File: config.mk
export PLATFORM = sky130hd
export DESIGN_NAME = muldiv_ctrl_flat
export DESIGN_NICKNAME = d
export VERILOG_FILES = /design/src/rtl/muldiv_ctrl_if.sv /design/src/rtl/muldiv_ctrl.sv /design/src/flat_wrapper.sv
export SDC_FILE = /design/constraint.sdc
export NUM_CORES = 2
export LEC_CHECK = 0
export ABC_CLOCK_PERIOD_IN_PS = 10100
export BUFFER_PORTS_ARGS = -buffer_cell sky130_fd_sc_hd__buf_2
export CAP_MARGIN = 30
export CORE_ASPECT_RATIO = 1.25
export CORE_MARGIN = 3
export CORE_UTILIZATION = 57
export CTS_BUF_LIST = sky130_fd_sc_hd__clkbuf_4
export DETAILED_ROUTE_END_ITERATION = 7
export GPL_TIMING_DRIVEN = 0
export PLACE_DENSITY = 0.74
export RECOVER_POWER = 25
export SETUP_SLACK_MARGIN = 0.1
export SLEW_MARGIN = 20
export SYNTH_ARGS = -nofsm -noshare
export SYNTH_HDL_FRONTEND = slang
export SYNTH_SLANG_ARGS = --single-unit
export TNS_END_PERCENT = 30
File: constraint.sdc
create_clock -name clk -period 10.1 [get_ports clk]
set_input_delay 1.01 -clock clk [delete_from_list [all_inputs] [get_ports clk]]
set_output_delay 1.01 -clock clk [all_outputs]
set_load 0.03 [all_outputs]
File: src/rtl/muldiv_ctrl_if.sv
// Pipeline-side bundle for the EX-stage multiply/divide sequencer:
// issue operands, flush, MTHI/MTLO write path, and the stall/done/HI/LO results.
interface muldiv_ctrl_if;
   logic        start;
   logic [1:0]  op;
   logic [31:0] src_a;
   logic [31:0] src_b;
   logic        flush;
   logic        mthi_we;
   logic        mtlo_we;
   logic [31:0] mt_wdata;
   logic        stall;
   logic        done;
   logic [31:0] hi;
   logic [31:0] lo;

   modport master (
      output start, op, src_a, src_b, flush, mthi_we, mtlo_we, mt_wdata,
      input  stall, done, hi, lo
   );

   modport slave (
      input  start, op, src_a, src_b, flush, mthi_we, mtlo_we, mt_wdata,
      output stall, done, hi, lo
   );
endinterface

File: src/rtl/muldiv_ctrl.sv
// Multi-cycle MULT/MULTU/DIV/DIVU sequencer for the EX stage: fixed-latency
// multiply, radix-2 restoring divide, and ownership of architectural HI/LO.
module muldiv_ctrl #(
   parameter int unsigned MUL_CYCLES = 2
) (
   input logic          clk,
   input logic          resetn,
   muldiv_ctrl_if.slave bus
);

   typedef enum logic [2:0] {
      S_IDLE,
      S_MUL,
      S_DIV,
      S_FIX,
      S_DONE
   } state_t;

   localparam logic [4:0] MUL_CNT0 = 5'(MUL_CYCLES - 1);

   state_t      state_q, state_d;
   logic [4:0]  cnt_q, cnt_d;
   logic [1:0]  op_q, op_d;
   logic [31:0] a_q, a_d;
   logic [31:0] b_q, b_d;
   logic [31:0] quo_q, quo_d;
   logic [31:0] rem_q, rem_d;
   logic [32:0] dvs_q, dvs_d;
   logic [31:0] rhi_q, rhi_d;
   logic [31:0] rlo_q, rlo_d;
   logic [31:0] hi_q, hi_d;
   logic [31:0] lo_q, lo_d;

   logic        issue;
   logic        commit;
   logic        sgn_in;
   logic [32:0] a_sx, a_abs33;
   logic [32:0] b_sx, b_abs;
   logic        sgn_q;
   logic [63:0] a_ext, b_ext, prod;
   logic [32:0] rem_sh;
   logic [33:0] trial;
   logic        trial_ge;
   logic        q_neg, r_neg;
   logic        div_unused;

   assign issue  = (state_q == S_IDLE) && bus.start && !bus.flush;
   assign commit = (state_q == S_DONE) && !bus.flush;

   // Magnitudes are formed at 33 bits so |0x80000000| stays exact.
   assign sgn_in  = ~bus.op[0];
   assign a_sx    = {sgn_in & bus.src_a[31], bus.src_a};
   assign a_abs33 = a_sx[32] ? (33'd0 - a_sx) : a_sx;
   assign b_sx    = {sgn_in & bus.src_b[31], bus.src_b};
   assign b_abs   = b_sx[32] ? (33'd0 - b_sx) : b_sx;

   assign sgn_q = ~op_q[0];
   assign a_ext = {{32{sgn_q & a_q[31]}}, a_q};
   assign b_ext = {{32{sgn_q & b_q[31]}}, b_q};
   assign prod  = a_ext * b_ext;

   // 34-bit trial keeps the borrow distinct from a 33-bit partial remainder.
   assign rem_sh   = {rem_q, quo_q[31]};
   assign trial    = {1'b0, rem_sh} - {1'b0, dvs_q};
   assign trial_ge = ~trial[33];

   assign q_neg = sgn_q & (a_q[31] ^ b_q[31]);
   assign r_neg = sgn_q & a_q[31];

   assign div_unused = ^{trial[32], a_abs33[32]};

   always_comb begin
      state_d = state_q;
      cnt_d   = cnt_q;
      op_d    = op_q;
      a_d     = a_q;
      b_d     = b_q;
      quo_d   = quo_q;
      rem_d   = rem_q;
      dvs_d   = dvs_q;
      rhi_d   = rhi_q;
      rlo_d   = rlo_q;

      case (state_q)
         S_IDLE: begin
            if (issue) begin
               op_d = bus.op;
               a_d  = bus.src_a;
               b_d  = bus.src_b;
               if (bus.op[1]) begin
                  state_d = S_DIV;
                  cnt_d   = 5'd31;
                  quo_d   = a_abs33[31:0];
                  dvs_d   = b_abs;
                  rem_d   = '0;
               end else begin
                  state_d = S_MUL;
                  cnt_d   = MUL_CNT0;
               end
            end
         end
         S_MUL: begin
            rhi_d = prod[63:32];
            rlo_d = prod[31:0];
            if (cnt_q == '0) state_d = S_DONE;
            else             cnt_d   = cnt_q - 5'd1;
         end
         S_DIV: begin
            quo_d = {quo_q[30:0], trial_ge};
            rem_d = trial_ge ? trial[31:0] : rem_sh[31:0];
            if (cnt_q == '0) state_d = S_FIX;
            else             cnt_d   = cnt_q - 5'd1;
         end
         S_FIX: begin
            if (b_q == '0) begin
               rlo_d = '1;
               rhi_d = a_q;
            end else begin
               rlo_d = q_neg ? (32'd0 - quo_q) : quo_q;
               rhi_d = r_neg ? (32'd0 - rem_q) : rem_q;
            end
            state_d = S_DONE;
         end
         S_DONE:  state_d = S_IDLE;
         default: state_d = S_IDLE;
      endcase

      if (bus.flush) state_d = S_IDLE;
   end

   // The DONE commit is younger in program order than a WB-stage MTHI/MTLO.
   always_comb begin
      hi_d = hi_q;
      lo_d = lo_q;
      if (bus.mthi_we) hi_d = bus.mt_wdata;
      if (bus.mtlo_we) lo_d = bus.mt_wdata;
      if (commit) begin
         hi_d = rhi_q;
         lo_d = rlo_q;
      end
   end

   always_ff @(posedge clk or negedge resetn) begin
      if (!resetn) begin
         state_q <= S_IDLE;
         cnt_q   <= '0;
         op_q    <= '0;
         a_q     <= '0;
         b_q     <= '0;
         quo_q   <= '0;
         rem_q   <= '0;
         dvs_q   <= '0;
         rhi_q   <= '0;
         rlo_q   <= '0;
         hi_q    <= '0;
         lo_q    <= '0;
      end else begin
         state_q <= state_d;
         cnt_q   <= cnt_d;
         op_q    <= op_d;
         a_q     <= a_d;
         b_q     <= b_d;
         quo_q   <= quo_d;
         rem_q   <= rem_d;
         dvs_q   <= dvs_d;
         rhi_q   <= rhi_d;
         rlo_q   <= rlo_d;
         hi_q    <= hi_d;
         lo_q    <= lo_d;
      end
   end

   assign bus.stall = ((state_q != S_IDLE) && (state_q != S_DONE)) || issue;
   assign bus.done  = commit;
   assign bus.hi    = hi_q;
   assign bus.lo    = lo_q;

endmodule

File: src/flat_wrapper.sv
// flat-port wrapper written by rule: the top's interface ports become plain ports
module muldiv_ctrl_flat 
#(
   parameter int unsigned MUL_CYCLES = 2
)
  (clk, resetn, bus_start, bus_op, bus_src_a, bus_src_b, bus_flush, bus_mthi_we, bus_mtlo_we, bus_mt_wdata, bus_stall, bus_done, bus_hi, bus_lo);
  muldiv_ctrl_if bus_i ();
  input logic clk;
  input logic resetn;
  input wire logic [$bits(bus_i.start)-1:0] bus_start;
  input wire logic [$bits(bus_i.op)-1:0] bus_op;
  input wire logic [$bits(bus_i.src_a)-1:0] bus_src_a;
  input wire logic [$bits(bus_i.src_b)-1:0] bus_src_b;
  input wire logic [$bits(bus_i.flush)-1:0] bus_flush;
  input wire logic [$bits(bus_i.mthi_we)-1:0] bus_mthi_we;
  input wire logic [$bits(bus_i.mtlo_we)-1:0] bus_mtlo_we;
  input wire logic [$bits(bus_i.mt_wdata)-1:0] bus_mt_wdata;
  output wire logic [$bits(bus_i.stall)-1:0] bus_stall;
  output wire logic [$bits(bus_i.done)-1:0] bus_done;
  output wire logic [$bits(bus_i.hi)-1:0] bus_hi;
  output wire logic [$bits(bus_i.lo)-1:0] bus_lo;
  assign bus_i.start = bus_start;
  assign bus_i.op = bus_op;
  assign bus_i.src_a = bus_src_a;
  assign bus_i.src_b = bus_src_b;
  assign bus_i.flush = bus_flush;
  assign bus_i.mthi_we = bus_mthi_we;
  assign bus_i.mtlo_we = bus_mtlo_we;
  assign bus_i.mt_wdata = bus_mt_wdata;
  assign bus_stall = bus_i.stall;
  assign bus_done = bus_i.done;
  assign bus_hi = bus_i.hi;
  assign bus_lo = bus_i.lo;
  muldiv_ctrl #(.MUL_CYCLES(MUL_CYCLES)) u_core (.clk(clk), .resetn(resetn), .bus(bus_i));
endmodule
Word level (Yosys, flattened, before mapping)

Index checks and enable logic that the tools add are counted.

Register bits: 298
Bits of input ports: 104
Logic and storage cells: 89

$add $sub $neg: 6
Multiply operators: 1
Eq/ne operators: 11
Muxes and demuxes: 29
Bitwise gates (word level): 9
Reductions and logical operators: 21

Operators with widths:

| cell                                                                    | count |
|---|---|
| 32-bit 2-to-1 mux                                                       | 14 |
| 32-bit case mux with 2 select lines                                     | 4 |
| 1-bit by 32-bit subtractor with 32-bit output, first input constant     | 3 |
| 33-bit by 33-bit multiplier with 64-bit output                          | 1 |
| 33-bit by 33-bit subtractor with 34-bit output                          | 1 |
| 33-bit 2-to-1 mux                                                       | 1 |
| 1-bit by 33-bit subtractor with 33-bit output, first input constant     | 1 |
| 32-bit logical NOT                                                      | 1 |
| 5-bit 2-to-1 mux                                                        | 3 |
| 3-bit 2-to-1 mux                                                        | 4 |
| 3-bit case mux with 4 select lines                                      | 1 |
| 3-bit AND reduction                                                     | 4 |
| 5-bit case mux with 2 select lines                                      | 1 |
| 2-bit nonzero test                                                      | 5 |
| 3-bit by 2-bit inequality test with 1-bit output, second input constant | 3 |
| 3-bit by 2-bit == test with 1-bit output, second input constant         | 2 |
| 1-bit AND                                                               | 5 |
| 5-bit logical NOT                                                       | 1 |
| 5-bit by 1-bit subtractor with 5-bit output, second input constant      | 1 |
| 1-bit logical AND                                                       | 4 |
| 2-bit inequality test, second input constant                            | 2 |
| 3-bit by 1-bit == test with 1-bit output, second input constant         | 1 |
| 3-bit == test, second input constant                                    | 1 |
| 3-bit logical NOT                                                       | 1 |
| 10 further kinds                                                        | 12 |

Longest topological paths before layout

Word-level depth: 6
Gate-level depth with buffers: 32
Depth with buffers taken out: 28

Worst setup path after synthesis

Ideal clock, no wire load.

Kind: flip-flop to flip-flop
Start point: reg u_core.a_q[31]
End point: reg u_core.rhi_q[24]
Data arrival time: 8.154 ns
Required time: 10.005 ns
Setup slack: 1.851 ns
Cell stages (with the launch flop): 32
Buffers on the path: 4
Clock period less this slack: 8.249 ns
Cell sequence: dfrtp_1 > clkbuf_1 > nor2b_1 > clkbuf_1 > buf_1 > nand2_1 > inv_1 > fa_1 > inv_1 > fa_1 > inv_1 > fa_1 > fa_1 > inv_1 > fa_1 > inv_1 > fa_1 > inv_1 > fa_1 > fa_1 > inv_1 > ha_1 > clkbuf_1 > nand2_1 > a21oi_1 > a221oi_1 > o21ai_0 > a41oi_2 > o21ai_0 > a21oi_1 > xnor2_1 > o31ai_1

Word-level cells in the longest chain between the ends: 4
Elaborated cells on any way between the ends: 5
Those cells by class: 1 x mul; 3 x mux; 1 x bitwise

Ends and longest elaborated chain:

| what                                                                                   | line               | source |
|---|---|---|
| start, declared                                                                        | muldiv_ctrl.sv:24  | `logic [31:0] a_q, a_d;` |
| start signal, assigned                                                                 | muldiv_ctrl.sv:148 | `a_q <= '0;` |
| start signal, assigned                                                                 | muldiv_ctrl.sv:161 | `a_q <= a_d;` |
| branches (longest 3 deep; another with 33-bit by 33-bit multiplier with 64-bit output) | -                  |  |
| 32-bit case mux with 2 select lines *                                                  | muldiv_ctrl.sv:84  | `case (state_q)` |
| end signal, assigned                                                                   | muldiv_ctrl.sv:166 | `rhi_q <= rhi_d;` |
| end, declared                                                                          | muldiv_ctrl.sv:29  | `logic [31:0] rhi_q, rhi_d;` |

Mark *: on every way between the ends.
A chain may end at the register's enable or synchronous reset.

Final worst setup path

Start point: reg u_core.a_q[25]
End point: reg u_core.rhi_q[28]

Word-level cells in the longest chain between the ends: 2

Ends and longest elaborated chain:

| what                                           | line              | source |
|---|---|---|
| 33-bit by 33-bit multiplier with 64-bit output | muldiv_ctrl.sv:60 | `assign prod = a_ext * b_ext;` |
| 32-bit case mux with 2 select lines            | muldiv_ctrl.sv:84 |  |

Every way passes these cells.

==> impl_metrics.csv <==
group,metric,value,unit
drt,vias_per_cell,6.060,
critical_path,cp_max_fo,10,
synth,netlist.area_leader.share,41.05,%
drt,wl_per_cell,29.12,µm
synth,synth_compound_area_share,7.995,%
floorplan,dieHeight,353.0,µm
cells_and_area,nFillCells,8436,
sta,finalHoldViolCount,0,
synth,synth_top_cell_by_area,"fa_1",
hold_path,hold_depth,2,
critical_path,crit_type,"register to register",
sta,finalClockSkew,0.09963,ns
cells_and_area,fin_nets,7832,
critical_path,r2r_cells,26,
drt,first_pass_iters,8,
sta,max_freq,0.09860,GHz
floorplan,dieArea,0.1001,mm²
cells_and_area,drive_above_1_share,7.316,%
floorplan,top_level_ports,170,
cells_and_area,seqCellArea,0.007457,mm²
global_route,antenna_found_initial,23,
global_route,grt_pass1_vias,48440,
cts,cts_sinks,298,
synth,ys.flop_type,"dfrtp_1",
synth,synth_nets,7531,
cells_and_area,area_growth,7.637,%
cts,cts_buffers,74,
sta,fin_setup_tns,-0.04238,ns
cts,clock_latency,0.84,ns
critical_path,required,10.83,ns
synth,synth_area_leaders,"fa_1 41%, dfrtp_1 14%, inv_1 7.9%",
synth,synthArstFlopShare,100.0,%
placement,dpl.hpwl,186.4,mm
drt,ant_nets,0,
sta,rsz0062_at_grt,"yes",
synth,synth_simple_gate_area_share,15.04,%
cts,cts_tree,"done",
drt,drc,0,
cts,root_buffer,"clkbuf_4",
drt,wl,224.3,mm
sta,drv_slew,305,
synth,synth.distinct_cells,75,
synth,synth_top_family_by_area,"adder cells",
hold_path,holdCritStartpoint,"u_core.rhi_q[23]",
hold_path,hp-class,"register to register",
synth,synth.avg_cell_area,9.078,µm²
critical_path,end_kind,"register",
global_route,grt_max_degree,105,
cts,clk_pin_slew,0.07,ns
critical_path,crit_slowest_cell,"buf_1",
cells_and_area,multi_input_area,0.04175,mm²
synth,ys_seq_area_share,13.58,%
global_route,grt-ovfl-total,0,
global_route,grt_pass1_wl,323.7,mm
outcome,outcome,"finished with violations",
critical_path,worstReg2RegStart,"u_core.a_q[25]",
drt,drtIter0Drc,4610,
critical_path,r2r_slack,-0.04,ns
synth,synthCells,6049,
critical_path,worstPathArrival,10.87,ns
hold_path,hold_end,"u_core.bus.hi[23]",
floorplan,num_rows,126,
cts,cts_hold_buf,0,
synth,muxShareOfSynthArea,2.559,%
synth,syn_area,0.05492,mm²
synth,synth_xor_xnor_area_share,3.493,%
placement,io_buffers,167,
floorplan,core_area,0.09506,mm²
critical_path,crit_family,"adder cells",
critical_path,crit_cells,26,
sta,setup_violations,1,
synth,ys_ff_latch,298,
synth,synthAdderAreaFrac,46.79,%
critical_path,cp-start-kind,"register",
drt,vias,46680,
synth,synth-warning-count,0,
flow_run,cap_violations,4,
sta,setup_ws,-0.04238,ns
sta,post-route-min-period,10.14,ns
synth,synth_edf_count,0,
global_route,grt_usage,45.28,%
sta,period_share,100.4,%
floorplan,start_util,57.77,%
outcome,violations,"max-capacitance violations, max-slew violations, negative setup slack",
critical_path,regToRegEndpoint,"u_core.rhi_q[28]",
floorplan,die_w,283.6,µm
cts,htree_num_levels,3,
sta,tightestPinTransition,5.158,ns
critical_path,worst-path-buf-inv,6,
cts,cts_buffer_depth,3,
critical_path,crit_top_cell,"fa_1",
sta,slew_headroom,-243.9,%
placement,gp_congestion,1.077,
critical_path,timing.critical_path.slowest_cell_delay,0.85,ns
-- registers in the layout (all words and copies together) (netlist names), 32 cells and up --
name	cells
u_core.a_q	32
u_core.b_q	32
u_core.bus.hi	32
u_core.bus.lo	32
u_core.dvs_q	33
u_core.quo_q	32
u_core.rem_q	32
u_core.rhi_q	32
u_core.rlo_q	32
-- worst max path at each step --
| stage | startpoint | to | slack [ns] |
|---|---|---|---|
| after global routing | u_core.a_q[25] | u_core.rhi_q[28] | -0.07 |
| final | u_core.a_q[25] | u_core.rhi_q[28] | -0.04 |
| after global placement | u_core.a_q[31] | u_core.rhi_q[26] | -1.48 |
| after detailed placement | u_core.a_q[31] | u_core.rhi_q[26] | -1.43 |
| after CTS | u_core.a_q[31] | u_core.rhi_q[28] | 0.12 |
| after floorplan | u_core.a_q[31] | u_core.rhi_q[24] | 1.85 |
-- tightest hold or removal path, stage by stage (launching register included) --
cell	delay [ns]
dfrtp_1	0.34
nand2_1	0.05
o21ai_0	0.06
-- per-stage QoR --
step,instance area [µm²],utilization [%],hold slack (ns),setup WS (ns),std cells
after floorplan,54920,-,0.4488,1.851,6049
after global placement,57350,60.33,0.4619,-1.482,7496
after detailed placement,57980,60.99,0.4674,-1.431,7541
after CTS,58930,61.99,0.07641,0.1216,7670
after global routing,59070,62.14,0.4795,-0.06945,7687
final,59110,62.18,0.4506,-0.04238,7703
-- cells by family (layout without fill, tap and decap cells) --
family | Yosys count | in the layout
simple gates | 1767 | 1767
buf+inv | 1540 | 1888
fa+ha+maj | 1378 | 1378
compound gates | 714 | 714
flops | 298 | 298
xor+xnor | 219 | 219
mux | 133 | 133
other cells | 0 | 26
-- repair_timing --
action,in CTS,in global routing
resized for setup,14,32
pin swaps,2,0
setup endpoints to repair,23,16
buffers inserted,6,0
-- cells in the mapped netlist, drive strengths merged (59+ instances only) --
cell type  count
nand2        938
a21oi        148
xor2          82
dfrtp        298
xnor2        137
clkbuf       359
o21ai        282
fa          1126
nand3         95
nor2         147
and2         383
ha           252
inv         1163
mux2i         74
mux2          59
-- cells in the final DEF, fill, tap and decap left out, types with 146 or more instances in the layout --
cell | netlist | layout
inv_1 | 1163 | 1162
fa_1 | 1126 | 1119
nand2_1 | 938 | 938
and2_1 | 382 | 382
clkbuf_1 | 359 | 343
dfrtp_1 | 298 | 298
o21ai_0 | 278 | 276
ha_1 | 252 | 252
buf_2 | 7 | 175
a21oi_1 | 147 | 147
nor2_1 | 147 | 146
-- final cells by class --
type	count	area share (%)
antenna	26	0.1101
buffer	372	2.430
clock buffer	93	1.181
clock inverter	30	0.2625
inverter	1163	7.392
multi-input combinational	4211	70.64
sequential	298	12.62
tap	1280	2.709
timing repair buffer	230	2.661
-- per-layer routing --
layer / vias up / routed length, µm / track usage, %
li1: 19100 / - / -
met2: 3030 / 102300 / 72.39
met5: - / 27 / 0
met1: 23480 / 73760 / 50.47
met3: 1068 / 22440 / 11.06
met4: 4 / 25820 / 40.18
Power is not shown: default switching activity piles up to over one toggle a cycle in this logic, so the estimate is an artifact.
